`src/rtl/pong_game_ctrl_if.sv`:
```
// Signal bundle between the pong match sequencer and the ball/paddle datapath and renderers.
// The master side is the sequencer. The slave side is the datapath/renderer (or a bench).
interface pong_game_ctrl_if;
    logic       start;
    logic       frame_tick;
    logic       goal_p1;
    logic       goal_p2;
    logic       paddle_hit;
    logic [3:0] difficulty;

    logic [2:0] state;
    logic       ball_run;
    logic       ball_reset;
    logic       serve_dir;
    logic [3:0] speed;
    logic [3:0] score1;
    logic [3:0] score2;
    logic       game_over;
    logic       winner;

    modport master (
        input  start, frame_tick, goal_p1, goal_p2, paddle_hit, difficulty,
        output state, ball_run, ball_reset, serve_dir, speed, score1, score2,
        output game_over, winner
    );

    modport slave (
        output start, frame_tick, goal_p1, goal_p2, paddle_hit, difficulty,
        input  state, ball_run, ball_reset, serve_dir, speed, score1, score2,
        input  game_over, winner
    );
endinterface

```
`src/rtl/pong_game_ctrl.sv`:
```
// Pong match sequencer: game state, scores, serve/point timing and ball speed.
// Optional feature macro RALLY_SPEEDUP_EN: speed rises with the paddle-hit count of the current rally.
//
// state | meaning
// IDLE  | waiting for start after reset
// SERVE | ball held at centre for SERVE_FRAMES frame ticks
// PLAY  | ball moving, goals are scored
// POINT | freeze for POINT_FRAMES frame ticks after a goal
// OVER  | a player reached WIN_SCORE, scores frozen until start
module pong_game_ctrl #(
    parameter int WIN_SCORE    = 9,
    parameter int SERVE_FRAMES = 72,
    parameter int POINT_FRAMES = 36
) (
    input logic              clk32mhz,
    input logic              reset,
    pong_game_ctrl_if.master bus
);
    localparam int MAX_FRAMES = (SERVE_FRAMES > POINT_FRAMES) ? SERVE_FRAMES : POINT_FRAMES;
    localparam int CW         = $clog2(MAX_FRAMES + 1);

    localparam logic [CW-1:0] SERVE_LOAD = CW'(SERVE_FRAMES - 1);
    localparam logic [CW-1:0] POINT_LOAD = CW'(POINT_FRAMES - 1);
    localparam logic [3:0]    WIN        = 4'(WIN_SCORE);

    typedef enum logic [2:0] {
        ST_IDLE  = 3'd0,
        ST_SERVE = 3'd1,
        ST_PLAY  = 3'd2,
        ST_POINT = 3'd3,
        ST_OVER  = 3'd4
    } state_t;

    state_t        state_q;
    logic [CW-1:0] frame_cnt;
    logic          start_q;
    logic          reset_pend;
    logic [3:0]    score1_q;
    logic [3:0]    score2_q;
    logic [3:0]    speed_q;
    logic          ball_run_q;
    logic          ball_reset_q;
    logic          serve_dir_q;
    logic          game_over_q;
    logic          winner_q;

    logic          start_rise;
    logic          count_done;
    logic          new_game;
    logic          serve_entry;
    logic          goal1_only;
    logic          goal2_only;
    logic          goal_both;
    logic [3:0]    score1_inc;
    logic [3:0]    score2_inc;

    assign start_rise  = bus.start & ~start_q;
    assign count_done  = bus.frame_tick && (frame_cnt == '0);
    assign new_game    = ((state_q == ST_IDLE) || (state_q == ST_OVER)) && start_rise;
    assign serve_entry = new_game || ((state_q == ST_POINT) && count_done);
    assign goal1_only  = bus.goal_p1 & ~bus.goal_p2;
    assign goal2_only  = bus.goal_p2 & ~bus.goal_p1;
    assign goal_both   = bus.goal_p1 & bus.goal_p2;
    // Scores stay below WIN in PLAY, so the increment cannot wrap.
    assign score1_inc  = score1_q + 4'd1;
    assign score2_inc  = score2_q + 4'd1;

    always_ff @(posedge clk32mhz) begin
        if (!reset) begin
            state_q      <= ST_IDLE;
            frame_cnt    <= '0;
            start_q      <= 1'b1;
            reset_pend   <= 1'b0;
            score1_q     <= 4'd0;
            score2_q     <= 4'd0;
            ball_run_q   <= 1'b0;
            ball_reset_q <= 1'b0;
            serve_dir_q  <= 1'b0;
            game_over_q  <= 1'b0;
            winner_q     <= 1'b0;
        end else begin
            start_q      <= bus.start;
            // A new game recentres the ball one cycle after entering SERVE.
            ball_reset_q <= reset_pend;
            reset_pend   <= 1'b0;

            case (state_q)
                ST_IDLE, ST_OVER: begin
                    if (new_game) begin
                        state_q     <= ST_SERVE;
                        frame_cnt   <= SERVE_LOAD;
                        score1_q    <= 4'd0;
                        score2_q    <= 4'd0;
                        serve_dir_q <= 1'b0;
                        game_over_q <= 1'b0;
                        winner_q    <= 1'b0;
                        reset_pend  <= 1'b1;
                    end
                end

                ST_SERVE: begin
                    if (count_done) begin
                        state_q    <= ST_PLAY;
                        ball_run_q <= 1'b1;
                    end else if (bus.frame_tick) begin
                        frame_cnt <= frame_cnt - CW'(1);
                    end
                end

                ST_PLAY: begin
                    if (goal1_only) begin
                        score1_q    <= score1_inc;
                        serve_dir_q <= 1'b0;
                        ball_run_q  <= 1'b0;
                        if (score1_inc == WIN) begin
                            state_q     <= ST_OVER;
                            game_over_q <= 1'b1;
                            winner_q    <= 1'b0;
                        end else begin
                            state_q   <= ST_POINT;
                            frame_cnt <= POINT_LOAD;
                        end
                    end else if (goal2_only) begin
                        score2_q    <= score2_inc;
                        serve_dir_q <= 1'b1;
                        ball_run_q  <= 1'b0;
                        if (score2_inc == WIN) begin
                            state_q     <= ST_OVER;
                            game_over_q <= 1'b1;
                            winner_q    <= 1'b1;
                        end else begin
                            state_q   <= ST_POINT;
                            frame_cnt <= POINT_LOAD;
                        end
                    end else if (goal_both) begin
                        state_q    <= ST_POINT;
                        frame_cnt  <= POINT_LOAD;
                        ball_run_q <= 1'b0;
                    end
                end

                ST_POINT: begin
                    if (count_done) begin
                        state_q      <= ST_SERVE;
                        frame_cnt    <= SERVE_LOAD;
                        ball_reset_q <= 1'b1;
                    end else if (bus.frame_tick) begin
                        frame_cnt <= frame_cnt - CW'(1);
                    end
                end

                default: begin
                    state_q    <= ST_IDLE;
                    ball_run_q <= 1'b0;
                end
            endcase
        end
    end

`ifdef RALLY_SPEEDUP_EN
    logic [5:0] rally;
    logic [4:0] speed_sum;

    // Every four paddle hits in a rally add one speed step on top of difficulty.
    assign speed_sum = {1'b0, bus.difficulty} + {3'b000, rally[5:2]};

    always_ff @(posedge clk32mhz) begin
        if (!reset) begin
            rally   <= 6'd0;
            speed_q <= 4'd0;
        end else begin
            if (serve_entry) begin
                rally <= 6'd0;
            end else if ((state_q == ST_PLAY) && bus.paddle_hit && (rally != 6'd63)) begin
                rally <= rally + 6'd1;
            end
            speed_q <= (speed_sum > 5'd15) ? 4'd15 : speed_sum[3:0];
        end
    end
`else
    logic unused_rally_inputs;
    assign unused_rally_inputs = bus.paddle_hit | serve_entry;

    always_ff @(posedge clk32mhz) begin
        if (!reset) begin
            speed_q <= 4'd0;
        end else begin
            speed_q <= bus.difficulty;
        end
    end
`endif

    assign bus.state      = state_q;
    assign bus.ball_run   = ball_run_q;
    assign bus.ball_reset = ball_reset_q;
    assign bus.serve_dir  = serve_dir_q;
    assign bus.speed      = speed_q;
    assign bus.score1     = score1_q;
    assign bus.score2     = score2_q;
    assign bus.game_over  = game_over_q;
    assign bus.winner     = winner_q;
endmodule

```
`src/flat_wrapper.sv`:
```
// flat-port wrapper written by rule: the top's interface ports become plain ports
module pong_game_ctrl_flat 
#(
    parameter int WIN_SCORE    = 9,
    parameter int SERVE_FRAMES = 72,
    parameter int POINT_FRAMES = 36
)
  (clk32mhz, reset, bus_start, bus_frame_tick, bus_goal_p1, bus_goal_p2, bus_paddle_hit, bus_difficulty, bus_state, bus_ball_run, bus_ball_reset, bus_serve_dir, bus_speed, bus_score1, bus_score2, bus_game_over, bus_winner);
  pong_game_ctrl_if bus_i ();
  input logic clk32mhz;
  input logic reset;
  input wire logic [$bits(bus_i.start)-1:0] bus_start;
  input wire logic [$bits(bus_i.frame_tick)-1:0] bus_frame_tick;
  input wire logic [$bits(bus_i.goal_p1)-1:0] bus_goal_p1;
  input wire logic [$bits(bus_i.goal_p2)-1:0] bus_goal_p2;
  input wire logic [$bits(bus_i.paddle_hit)-1:0] bus_paddle_hit;
  input wire logic [$bits(bus_i.difficulty)-1:0] bus_difficulty;
  output wire logic [$bits(bus_i.state)-1:0] bus_state;
  output wire logic [$bits(bus_i.ball_run)-1:0] bus_ball_run;
  output wire logic [$bits(bus_i.ball_reset)-1:0] bus_ball_reset;
  output wire logic [$bits(bus_i.serve_dir)-1:0] bus_serve_dir;
  output wire logic [$bits(bus_i.speed)-1:0] bus_speed;
  output wire logic [$bits(bus_i.score1)-1:0] bus_score1;
  output wire logic [$bits(bus_i.score2)-1:0] bus_score2;
  output wire logic [$bits(bus_i.game_over)-1:0] bus_game_over;
  output wire logic [$bits(bus_i.winner)-1:0] bus_winner;
  assign bus_i.start = bus_start;
  assign bus_i.frame_tick = bus_frame_tick;
  assign bus_i.goal_p1 = bus_goal_p1;
  assign bus_i.goal_p2 = bus_goal_p2;
  assign bus_i.paddle_hit = bus_paddle_hit;
  assign bus_i.difficulty = bus_difficulty;
  assign bus_state = bus_i.state;
  assign bus_ball_run = bus_i.ball_run;
  assign bus_ball_reset = bus_i.ball_reset;
  assign bus_serve_dir = bus_i.serve_dir;
  assign bus_speed = bus_i.speed;
  assign bus_score1 = bus_i.score1;
  assign bus_score2 = bus_i.score2;
  assign bus_game_over = bus_i.game_over;
  assign bus_winner = bus_i.winner;
  pong_game_ctrl #(.WIN_SCORE(WIN_SCORE), .SERVE_FRAMES(SERVE_FRAMES), .POINT_FRAMES(POINT_FRAMES)) u_core (.clk32mhz(clk32mhz), .reset(reset), .bus(bus_i));
endmodule
```
`config.mk`:
```
export PLATFORM = sky130hd
export DESIGN_NAME = pong_game_ctrl_flat
export DESIGN_NICKNAME = d
export VERILOG_FILES = /design/src/rtl/pong_game_ctrl_if.sv /design/src/rtl/pong_game_ctrl.sv /design/src/flat_wrapper.sv
export SDC_FILE = /design/constraint.sdc
export NUM_CORES = 1
export LEC_CHECK = 0
export ABC_CLOCK_PERIOD_IN_PS = 6900
export CORE_MARGIN = 3
export CORE_UTILIZATION = 30
export CTS_BUF_LIST = sky130_fd_sc_hd__clkbuf_2 sky130_fd_sc_hd__clkbuf_4 sky130_fd_sc_hd__clkbuf_8
export CTS_CLUSTER_DIAMETER = 150
export DETAILED_ROUTE_END_ITERATION = 7
export PLACE_DENSITY_LB_ADDON = 0.05
export SLEW_MARGIN = 15
export SYNTH_ARGS = -nofsm -noshare
export SYNTH_HDL_FRONTEND = slang
export SYNTH_SLANG_ARGS = --single-unit
```
`constraint.sdc`:
```
create_clock -name clk32mhz -period 6.9 [get_ports clk32mhz]
set_clock_uncertainty 0.15 [all_clocks]
set_input_delay 1.38 -clock clk32mhz [delete_from_list [all_inputs] [get_ports clk32mhz]]
set_output_delay 1.38 -clock clk32mhz [all_outputs]
set_load 0.03 [all_outputs]
```
==> reports/metrics.cfg, run 1 <==
[final_layout]
antennaDiodeCount=0
fillers=563
layout_common_cells=clkdlybuf4s50_1 (29), dfxtp_1 (29), nand2_1 (18), nor2_1 (18), o21ai_0 (13)
drive_above_1_share_pct=8.51
syn2layout_area_growth_pct=28.4
design_area_sq_um=2180
num-nets-final=255

[die]
io-pin-count=31
die_y_microns=81.3
core_sq_um=5300
rows=26
die_w_microns=81.3
start_util_pct=32.1
die_area_sq_um=6610

[power]
p_seq_share_pct=41.3
power_leakage_nw=0.844
p_sw_mw=0.118
ir_drop_uv=110
clock_power_share_pct=42.8
comb_power_share_pct=15.9
p_per_area_nw_per_um2=201
internal_power_mw=0.321
switching_share_pct=26.8

[flow_run]
drv_cap=0

[timing]
final_max_slew_viol_count=0
rsz0062_at_grt=false
hold_viol=0
period_minus_slack_ns=3.57
setup_viol=0
tns_ns=0
slew_headroom_pct=47.0
max_freq_ghz=0.280
post-route-period-util_pct=51.8
tightest_slew_ns=0.787

[drt]
vias=1603
drc=0
drtAntennaViolNets=0
dr.pass1.iters=4
post_drt_wl_per_cell_microns=14.9
drt_iter0_markers=90
avgViaCountPerCell=5.26
wl_mm=4.56

[critical_path]
critPathLaunch=bus_goal_p2
path_class=input port to flip-flop
critPathCaptureType=flip-flop
critPathLaunchType=input port
max_stage_delay_ns=0.53
r2r-start=u_core.bus.state[0]
worstPathArrival_ns=3.60
r2r_setup_slack_ns=4.43
crit_family=buffers and inverters
cp.buffers_inverters=3
reg2reg_to=u_core.frame_cnt[5]
cp_cell_sequence=clkdlybuf4s50_1 > inv_1 > ha_1 > nor4bb_1 > buf_4 > o211ai_1 > nand3_4 > or3_4 > o221a_1
worstPathRequired_ns=6.93
rr_worst_depth=5
worstPathMaxFanout=8
critPathSlowestCell=clkdlybuf4s50_1

[yosys]
yosys_warnings=0
async_reset_ff_share_pct=0
avgSynthCellArea_sq_um=8.38
netlist_area_sq_um=1700
synthFlopType=dfxtp_1
synth_edf_count=0
syn-instance-count=203
ys_ff_latch=29
netlist-cell-type-count=52
synth_fp_nets=224
yosysSeqAreaShare_pct=34.1

[grt]
antenna_found_initial=0
grt_pass1_vias=1635
track_usage_pct=14.9
grt_pass1_wl_mm=7.59
grt_max_degree=19
grt-ovfl-total=0

[clock_network]
cts-root-buf=clkbuf_8
cts_buffer_depth=2
cts_buffers=5
htree_levels=2
cts_resized=0
postCtsSetupRepairBufs=0
clock_latency_ns=0.29
hold_buffers=0
clkTransAtPathRegs_ns=0.07
clock_sinks=29
cts_tree=yes

[place]
placed_cell_area_sq_um=2060
io_buffer_count=29
post-dp-hpwl_mm=3.27
globalplace.congestion=0.819

[worst_hold_path]
worstHoldStart=u_core.bus.game_over
holdPathStages=2
hold_path_end=u_core.bus.game_over
hp-class=flip-flop to flip-flop

[outcome]
outcome=finished, final reports clean

## worst register-to-register path, stage by stage, from the launching register on
cell      delay [ns]
dfxtp_1         0.46
or4b_1          0.75
o311ai_4        0.14
nand3_4         0.14
or3_4           0.46
o221a_1         0.27
## per-stage QoR
stage,setup slack [ns],hold WS (ns),utilization (%),power [mW],cells
final,3.33,0.292,41.2,0.439,305
after global routing,3.20,0.327,41.2,0.459,305
after CTS,3.32,0.296,41.2,0.444,305
after detailed placement,3.00,0.286,38.9,0.254,297
after global placement,3.03,0.286,38.9,0.253,297
after floorplan,3.72,0.266,-,0.231,203
## registers in the layout, indices dropped and copies added, names as in the netlist
register / cells
u_core.bus.serve_dir: 1
u_core.reset_pend: 1
u_core.bus.state: 3
u_core.bus.speed: 4
u_core.bus.ball_run: 1
u_core.bus.winner: 1
u_core.bus.score2: 4
u_core.bus.score1: 4
u_core.frame_cnt: 7
u_core.start_q: 1
u_core.bus.game_over: 1
u_core.bus.ball_reset: 1
## power by group through the flow
stage / sequential [mW] / clock, mW / combinational (mW)
final: 0.181 / 0.188 / 0.0698
after global routing: 0.182 / 0.200 / 0.0769
after CTS: 0.181 / 0.194 / 0.0698
after detailed placement: 0.185 / 0 / 0.0693
after global placement: 0.184 / 0 / 0.0690
after floorplan: 0.187 / 0 / 0.0434
## layer usage
metal | wire length (microns) | up-vias | GRT usage (%) | share of wire [%]
li1 | - | 798 | - | -
met1 | 2200 | 752 | 18.8 | 48
met2 | 2020 | 44 | 23.5 | 44
met3 | 235 | 9 | 3.99 | 5.2
met4 | 108 | 0 | 6.93 | 2.4
met5 | 0 | - | 0 | 0
## area by class of cell
class	count	area [sq um]	share of cell area (%)
Clock buffer	6	82.6	3.78
Inverter	13	48.8	2.23
Timing Repair Buffer	31	305	14.0
Clock inverter	2	37.5	1.72
Tap cell	70	87.6	4.01
Multi-Input combinational cell	154	1040	47.7
Sequential cell	29	581	26.6
## cells by family (layout without fill, tap and decap cells)
group | after synthesis | in the layout | synth area share (%)
AND/OR/NAND/NOR | 88 | 88 | 29.4
AO/OA/AOI/OAI | 51 | 51 | 21.8
flip-flops | 29 | 29 | 34.1
buffers and inverters | 20 | 52 | 4.63
adder cells (fa/ha/maj) | 10 | 10 | 7.35
XOR/XNOR | 4 | 4 | 2.06
multiplexers | 1 | 1 | 0.588
## synthesized netlist by cell type (all sizes together) (3+ instances only)
cell	n	area (sq um)
dfxtp	29	581
nand2	18	67.6
nor2	18	67.6
o21ai	13	65.1
inv	12	45.0
a21oi	10	50.1
ha	10	125
nand3	6	42.5
nor3	6	30.0
and2	5	31.3
and3	4	25.0
clkbuf	4	15.0
nor2b	4	25.0
nor4	4	25.0
or3	4	30.0
a21o	3	22.5
a31oi	3	18.8
buf	3	15.0
nor3b	3	27.5
nor4bb	3	30.0
o221a	3	33.8
o311ai	3	43.8
## worst max path at each step
stage                     endpoint  slack [ns]  cells after the start
2_1_floorplan  u_core.frame_cnt[5]        3.72                      8
3_3_place_gp   u_core.frame_cnt[5]        3.03                      9
3_5_place_dp   u_core.frame_cnt[5]        3.00                      9
4_1_cts        u_core.frame_cnt[5]        3.32                      9
5_1_grt        u_core.frame_cnt[2]        3.20                      9
6_report       u_core.frame_cnt[5]        3.33                      9
Note: power is estimated with default switching activity, not from simulation.
==> run 2, diff against run 1 <==
Settings changed: ABC_CLOCK_PERIOD_IN_PS 6900 to 3300.
Clock period 6.9 ns to 3.3 ns, I/O delays scaled along.
==> run 2 against run 1 <==
Setup slack got worse by 2.8 ns. Critical path depth decreased by 1. Clock power increased by 110%. Cell area increased by 1.4%. Register-to-register slack got worse by 3.5 ns. Critical path type unchanged. Routed wire length decreased by 1.3%. Hold slack improved by 0.0091 ns. Combinational power increased by 110%.
==> reports/metrics.cfg, run 2 (synthesis results as in run 1) <==
[place]
post-dp-hpwl_mm=3.32  ; +1.7%
io_buffer_count=29  ; unchanged
dpl_worst_slack_ns=0.148  ; -2.86 ns
globalplace.congestion=0.857  ; +4.7%
placedCellCount=301  ; +1.3%

[grt]
grt_pass1_vias=1627  ; -0.49%
antenna_found_initial=0  ; unchanged
track_usage_pct=15.3  ; +0.36 points
use_met2_pct=23.3  ; -0.16 points
grt_use_met1_pct=19.9  ; +1.1 points
grt-ovfl-total=0  ; unchanged
grt_max_degree=15  ; -4
gr-usage-met3_pct=4.21  ; +0.22 points
grt_pass1_wl_mm=7.80  ; +2.8%
grt_busiest_layer=met2

[drt]
drtAntennaViolNets=0  ; unchanged
dr.pass1.iters=4  ; unchanged
avgViaCountPerCell=5.27  ; +0.24%
drt_iter0_markers=144  ; +60%
post_drt_wl_per_cell_microns=14.6  ; -2.5%
vias=1628  ; +1.6%
drc=0  ; unchanged
wl_mm=4.50  ; -1.3%

[final_layout]
largest_register_ffs=7  ; unchanged
register_area_sq_um=581  ; unchanged
layout_common_cells=clkdlybuf4s50_1 (29), dfxtp_1 (29), nand2_1 (18), nor2_1 (18), o21ai_0 (13)
antennaDiodeCount=0  ; unchanged
fillers=547  ; -2.8%
drive_above_1_share_pct=10.0  ; +1.5 points
multi_input_area_sq_um=1040  ; unchanged
instances_no_fill=309  ; +1.3%
top_register=u_core.frame_cnt
syn2layout_area_growth_pct=30.1
fin_util_pct=41.8  ; +0.57 points
num-nets-final=259  ; +1.6%

[clock_network]
clock_latency_ns=0.29  ; about the same
cts_buffers=5  ; unchanged
postCtsSetupRepairBufs=0  ; unchanged
cts-root-buf=clkbuf_8
cts_buffer_depth=2  ; unchanged
cts_tree=yes
clock_sinks=29  ; unchanged
cts_resized=0  ; unchanged
clkTransAtPathRegs_ns=0.07  ; about the same
hold_buffers=0  ; unchanged
htree_levels=2  ; unchanged

[power]
comb_power_share_pct=16.3  ; +0.4 points
p_sw_mw=0.245  ; +110%
ir_drop_uv=186  ; +69%
switching_share_pct=26.6  ; -0.15 points
p_seq_share_pct=41.1  ; -0.2 points
clock_power_share_pct=42.6  ; -0.2 points
internal_power_mw=0.675  ; +110%
p_per_area_nw_per_um2=415  ; +110%
power_leakage_nw=0.862  ; +2.2%

[critical_path]
r2r-start=u_core.bus.state[0]
worstPathArrival_ns=2.85  ; -0.75 ns
path_class=input port to flip-flop
critPathLaunchType=input port
critPathLaunch=bus_goal_p2
worstPathMaxFanout=6  ; -2
worstPathRequired_ns=3.33  ; -3.60 ns
critPathCaptureType=flip-flop

[timing]
setup_viol=0  ; unchanged
post-route-period-util_pct=85.5
finalWorstSetupSlack_ns=0.478  ; -2.85 ns
rsz0062_at_grt=false
tns_ns=0  ; unchanged
final_max_slew_viol_count=0  ; unchanged
hold_viol=0  ; unchanged
slew_headroom_pct=50.9  ; +3.9 points
tightest_slew_ns=0.730  ; -0.0568 ns
holdWs_ns=0.301  ; +0.00913 ns
max_freq_ghz=0.354
period_minus_slack_ns=2.82

[worst_hold_path]
hp-class=flip-flop to flip-flop
worstHoldStart=u_core.bus.game_over

[die]
die_area_sq_um=6610  ; unchanged
io-pin-count=31  ; unchanged
rows=26  ; unchanged
start_util_pct=32.1  ; unchanged
die_y_microns=81.3  ; unchanged
die_w_microns=81.3  ; unchanged
core_sq_um=5300  ; unchanged

[outcome]
outcome=finished, final reports clean

[flow_run]
drv_cap=0  ; unchanged

run 2: cell types whose count changed in the layout (fill, tap and decap cells not counted), sizes merged:
cell,change
buf,+4
run 2: area by class of cell:
class                           instances  share of cell area [%]
Clock buffer                            6                    3.73
Clock inverter                          2                    1.69
Tap cell                               70                    3.95
Multi-Input combinational cell        154                    47.1
Timing Repair Buffer                   35                    15.1
Inverter                               13                    2.20
Sequential cell                        29                    26.2
run 2: routing by layer:
layer  up-vias  share of wire (%)
met1       762                 48
met5         -                  0
met2        47                 45
met4         0                2.0
li1        810                  -
met3         9                5.1
run 2: worst paths after layout:
check                                            end  cells past startpoint  slack, ns
worst max-delay path             u_core.frame_cnt[5]                      8       0.48
worst max register to register   u_core.frame_cnt[5]                      5       0.96
worst min-delay path            u_core.bus.game_over                      2       0.30
worst min register to register  u_core.bus.game_over                      2       0.30
run 2: per-stage QoR:
stage,power [mW],area [sq um]
floorplan,0.482,1700
global placement,0.534,2090
detailed placement,0.536,2090
CTS,0.932,2210
global route,0.970,2210
finish,0.920,2210
run 2: worst max-delay path, stage by stage:
cell and delay (ns):
clkdlybuf4s50_1 0.53, inv_1 0.06, ha_1 0.28, nor2b_1 0.18
o311ai_4 0.28, nand3_4 0.14, or3_4 0.45, o221a_1 0.27
run 2: power by group through the flow:
stage,registers (mW),clock network (mW),logic [mW]
floorplan,0.392,0,0.0907
global placement,0.386,0,0.148
detailed placement,0.386,0,0.150
CTS,0.378,0.403,0.151
global route,0.381,0.419,0.169
finish,0.378,0.392,0.150
==> run 3, diff against run 2 <==
Settings changed: PLACE_DENSITY set to 0.56, PLACE_DENSITY_LB_ADDON 0.05 to not set, REMOVE_ABC_BUFFERS set to 1.
==> run 3 against run 2 <==
Setup slack gained 0.023 ns. Highest routed layer unchanged. Hold slack better by 0.0048 ns. First-iteration DRC count down 40%. Largest cell class unchanged. Fmax up 0.81%. Global-route usage is 1.4 points lower. Cell area shrank 1.5%. Sequential share of layout area up 0.41 points. Clock power decreased by 26%. Via count is 4.5% lower. Non-clock buffer count stayed put. Sequential power is essentially flat. Flip-flop and latch count stayed put.
==> reports/metrics.cfg, run 3 (synthesis results as in run 1) <==
[outcome]
outcome=finished, final reports clean

[final_layout]
fillers=534  ; -2.4%
antennaDiodeCount=0  ; unchanged
fin_util_pct=41.1  ; -0.64 points
drive_above_1_share_pct=10.0  ; unchanged
top_register=u_core.frame_cnt
num-nets-final=259  ; unchanged
register_area_sq_um=581  ; unchanged
multi_input_area_sq_um=1040  ; unchanged
largest_register_ffs=7  ; unchanged
syn2layout_area_growth_pct=28.2
layout_common_cells=clkdlybuf4s50_1 (29), dfxtp_1 (29), nand2_1 (18), nor2_1 (18), o21ai_0 (13)

[grt]
grt_pass1_vias=1429  ; -12%
grt_pass1_wl_mm=7.15  ; -8.4%
grt-ovfl-total=0  ; unchanged
track_usage_pct=13.9  ; -1.4 points
grt_max_degree=15  ; unchanged
antenna_found_initial=0  ; unchanged

[critical_path]
path_class=input port to flip-flop
critPathSlowestCell=clkdlybuf4s50_1
critPathLaunchType=input port
max_stage_delay_ns=0.53  ; about the same
worstPathRequired_ns=3.33  ; about the same
cp_cell_sequence=clkdlybuf4s50_1 > inv_1 > ha_1 > nor2b_1 > o311ai_4 > nand3_4 > or3_4 > o221a_1
r2r_setup_slack_ns=0.96  ; about the same
reg2reg_to=u_core.frame_cnt[5]
rr_worst_depth=5  ; unchanged
r2r-start=u_core.bus.state[0]
worstPathMaxFanout=6  ; unchanged
worstPathArrival_ns=2.83  ; -0.02 ns
critPathCaptureType=flip-flop

[clock_network]
cts_tree=yes
cts-root-buf=clkbuf_8
clkTransAtPathRegs_ns=0.07  ; about the same
cts_buffer_depth=2  ; unchanged
cts_resized=0  ; unchanged
hold_buffers=0  ; unchanged
htree_levels=2  ; unchanged
cts_buffers=5  ; unchanged
clock_latency_ns=0.29  ; about the same
postCtsSetupRepairBufs=0  ; unchanged
clock_sinks=29  ; unchanged

[power]
switching_share_pct=29.5  ; +2.9 points
p_seq_share_pct=46.4  ; +5.3 points
p_per_area_nw_per_um2=374  ; -10%
power_leakage_nw=0.849  ; -1.6%
comb_power_share_pct=18.2  ; +1.9 points
internal_power_mw=0.574  ; -15%
ir_drop_uv=128  ; -31%
p_sw_mw=0.241  ; -1.8%
clock_power_share_pct=35.4  ; -7.2 points

[die]
start_util_pct=32.1  ; unchanged
core_sq_um=5300  ; unchanged
io-pin-count=31  ; unchanged
die_w_microns=81.3  ; unchanged
rows=26  ; unchanged
die_y_microns=81.3  ; unchanged
die_area_sq_um=6610  ; unchanged

[drt]
drtAntennaViolNets=0  ; unchanged
dr.pass1.iters=4  ; unchanged
vias=1555  ; -4.5%
drc=0  ; unchanged
post_drt_wl_per_cell_microns=13.8  ; -5.2%
avgViaCountPerCell=5.03  ; -4.5%
wl_mm=4.27  ; -5.2%
drt_iter0_markers=86  ; -40%

[place]
post-dp-hpwl_mm=3.14  ; -5.5%
globalplace.congestion=0.885  ; +3.2%
io_buffer_count=29  ; unchanged

[timing]
slew_headroom_pct=44.8  ; -6.1 points
final_max_slew_viol_count=0  ; unchanged
post-route-period-util_pct=84.8  ; -0.69 points
max_freq_ghz=0.357  ; +0.81%
period_minus_slack_ns=2.80  ; -0.0228 ns
setup_viol=0  ; unchanged
rsz0062_at_grt=false
tightest_slew_ns=0.820  ; +0.0901 ns
hold_viol=0  ; unchanged
tns_ns=0  ; unchanged

[worst_hold_path]
hold_path_end=u_core.bus.game_over
hp-class=flip-flop to flip-flop
worstHoldStart=u_core.bus.game_over
holdPathStages=2  ; unchanged

[flow_run]
drv_cap=0  ; unchanged

[run 3: layer usage]
layer  vias to the layer above  GRT usage (%)  wire, microns  share of wire [%]
li1                        805              -              -                  -
met1                       710           19.5           2150                 50
met2                        35           20.6           1870                 44
met3                         5           2.88            180                4.2
met4                         0           5.24             74                1.7
met5                         -              0              0                  0
[run 3: power groups by stage]
stage,Clock [mW],Sequential (mW),Combinational (mW)
3_3_place_gp,0,0.386,0.147
5_1_grt,0.309,0.380,0.165
3_5_place_dp,0,0.386,0.147
4_1_cts,0.299,0.378,0.148
2_1_floorplan,0,0.393,0.0858
6_report,0.289,0.378,0.148
[run 3: worst max-delay path by stage]
stage | start | to | slack [ns] | cells after the start
finish | bus_goal_p2 | u_core.frame_cnt[5] | 0.50 | 8
global route | bus_goal_p2 | u_core.frame_cnt[2] | 0.38 | 8
CTS | bus_goal_p2 | u_core.frame_cnt[6] | 0.49 | 8
detailed placement | bus_goal_p2 | u_core.frame_cnt[2] | 0.17 | 8
global placement | bus_goal_p2 | u_core.frame_cnt[5] | 0.19 | 8
floorplan | bus_goal_p2 | u_core.frame_cnt[1] | 0.68 | 7
[run 3: final cells by class]
cell class,instances,share of cell area (%)
multi-input combinational,154,47.8
sequential,29,26.6
timing repair buffer,35,15.4
tap,70,4.02
clock buffer,5,3.16
inverter,13,2.24
clock inverter,3,0.803
[run 3: critical path: cells and delay by family]
family | cells | cell delay [ns]
AO/OA/AOI/OAI | 2 | 0.53
adder cells (fa/ha/maj) | 1 | 0.27
buffers and inverters | 2 | 0.59
AND/OR/NAND/NOR | 3 | 0.78
[run 3: metrics by stage]
step,hold slack (ns),std cells,instance area [sq um],setup slack (ns),power [mW]
detailed placement,0.305,301,2090,0.171,0.533
floorplan,0.266,196,1670,0.681,0.479
global placement,0.297,301,2090,0.194,0.533
global route,0.335,309,2180,0.384,0.854
finish,0.306,309,2180,0.500,0.815
CTS,0.315,309,2180,0.488,0.824
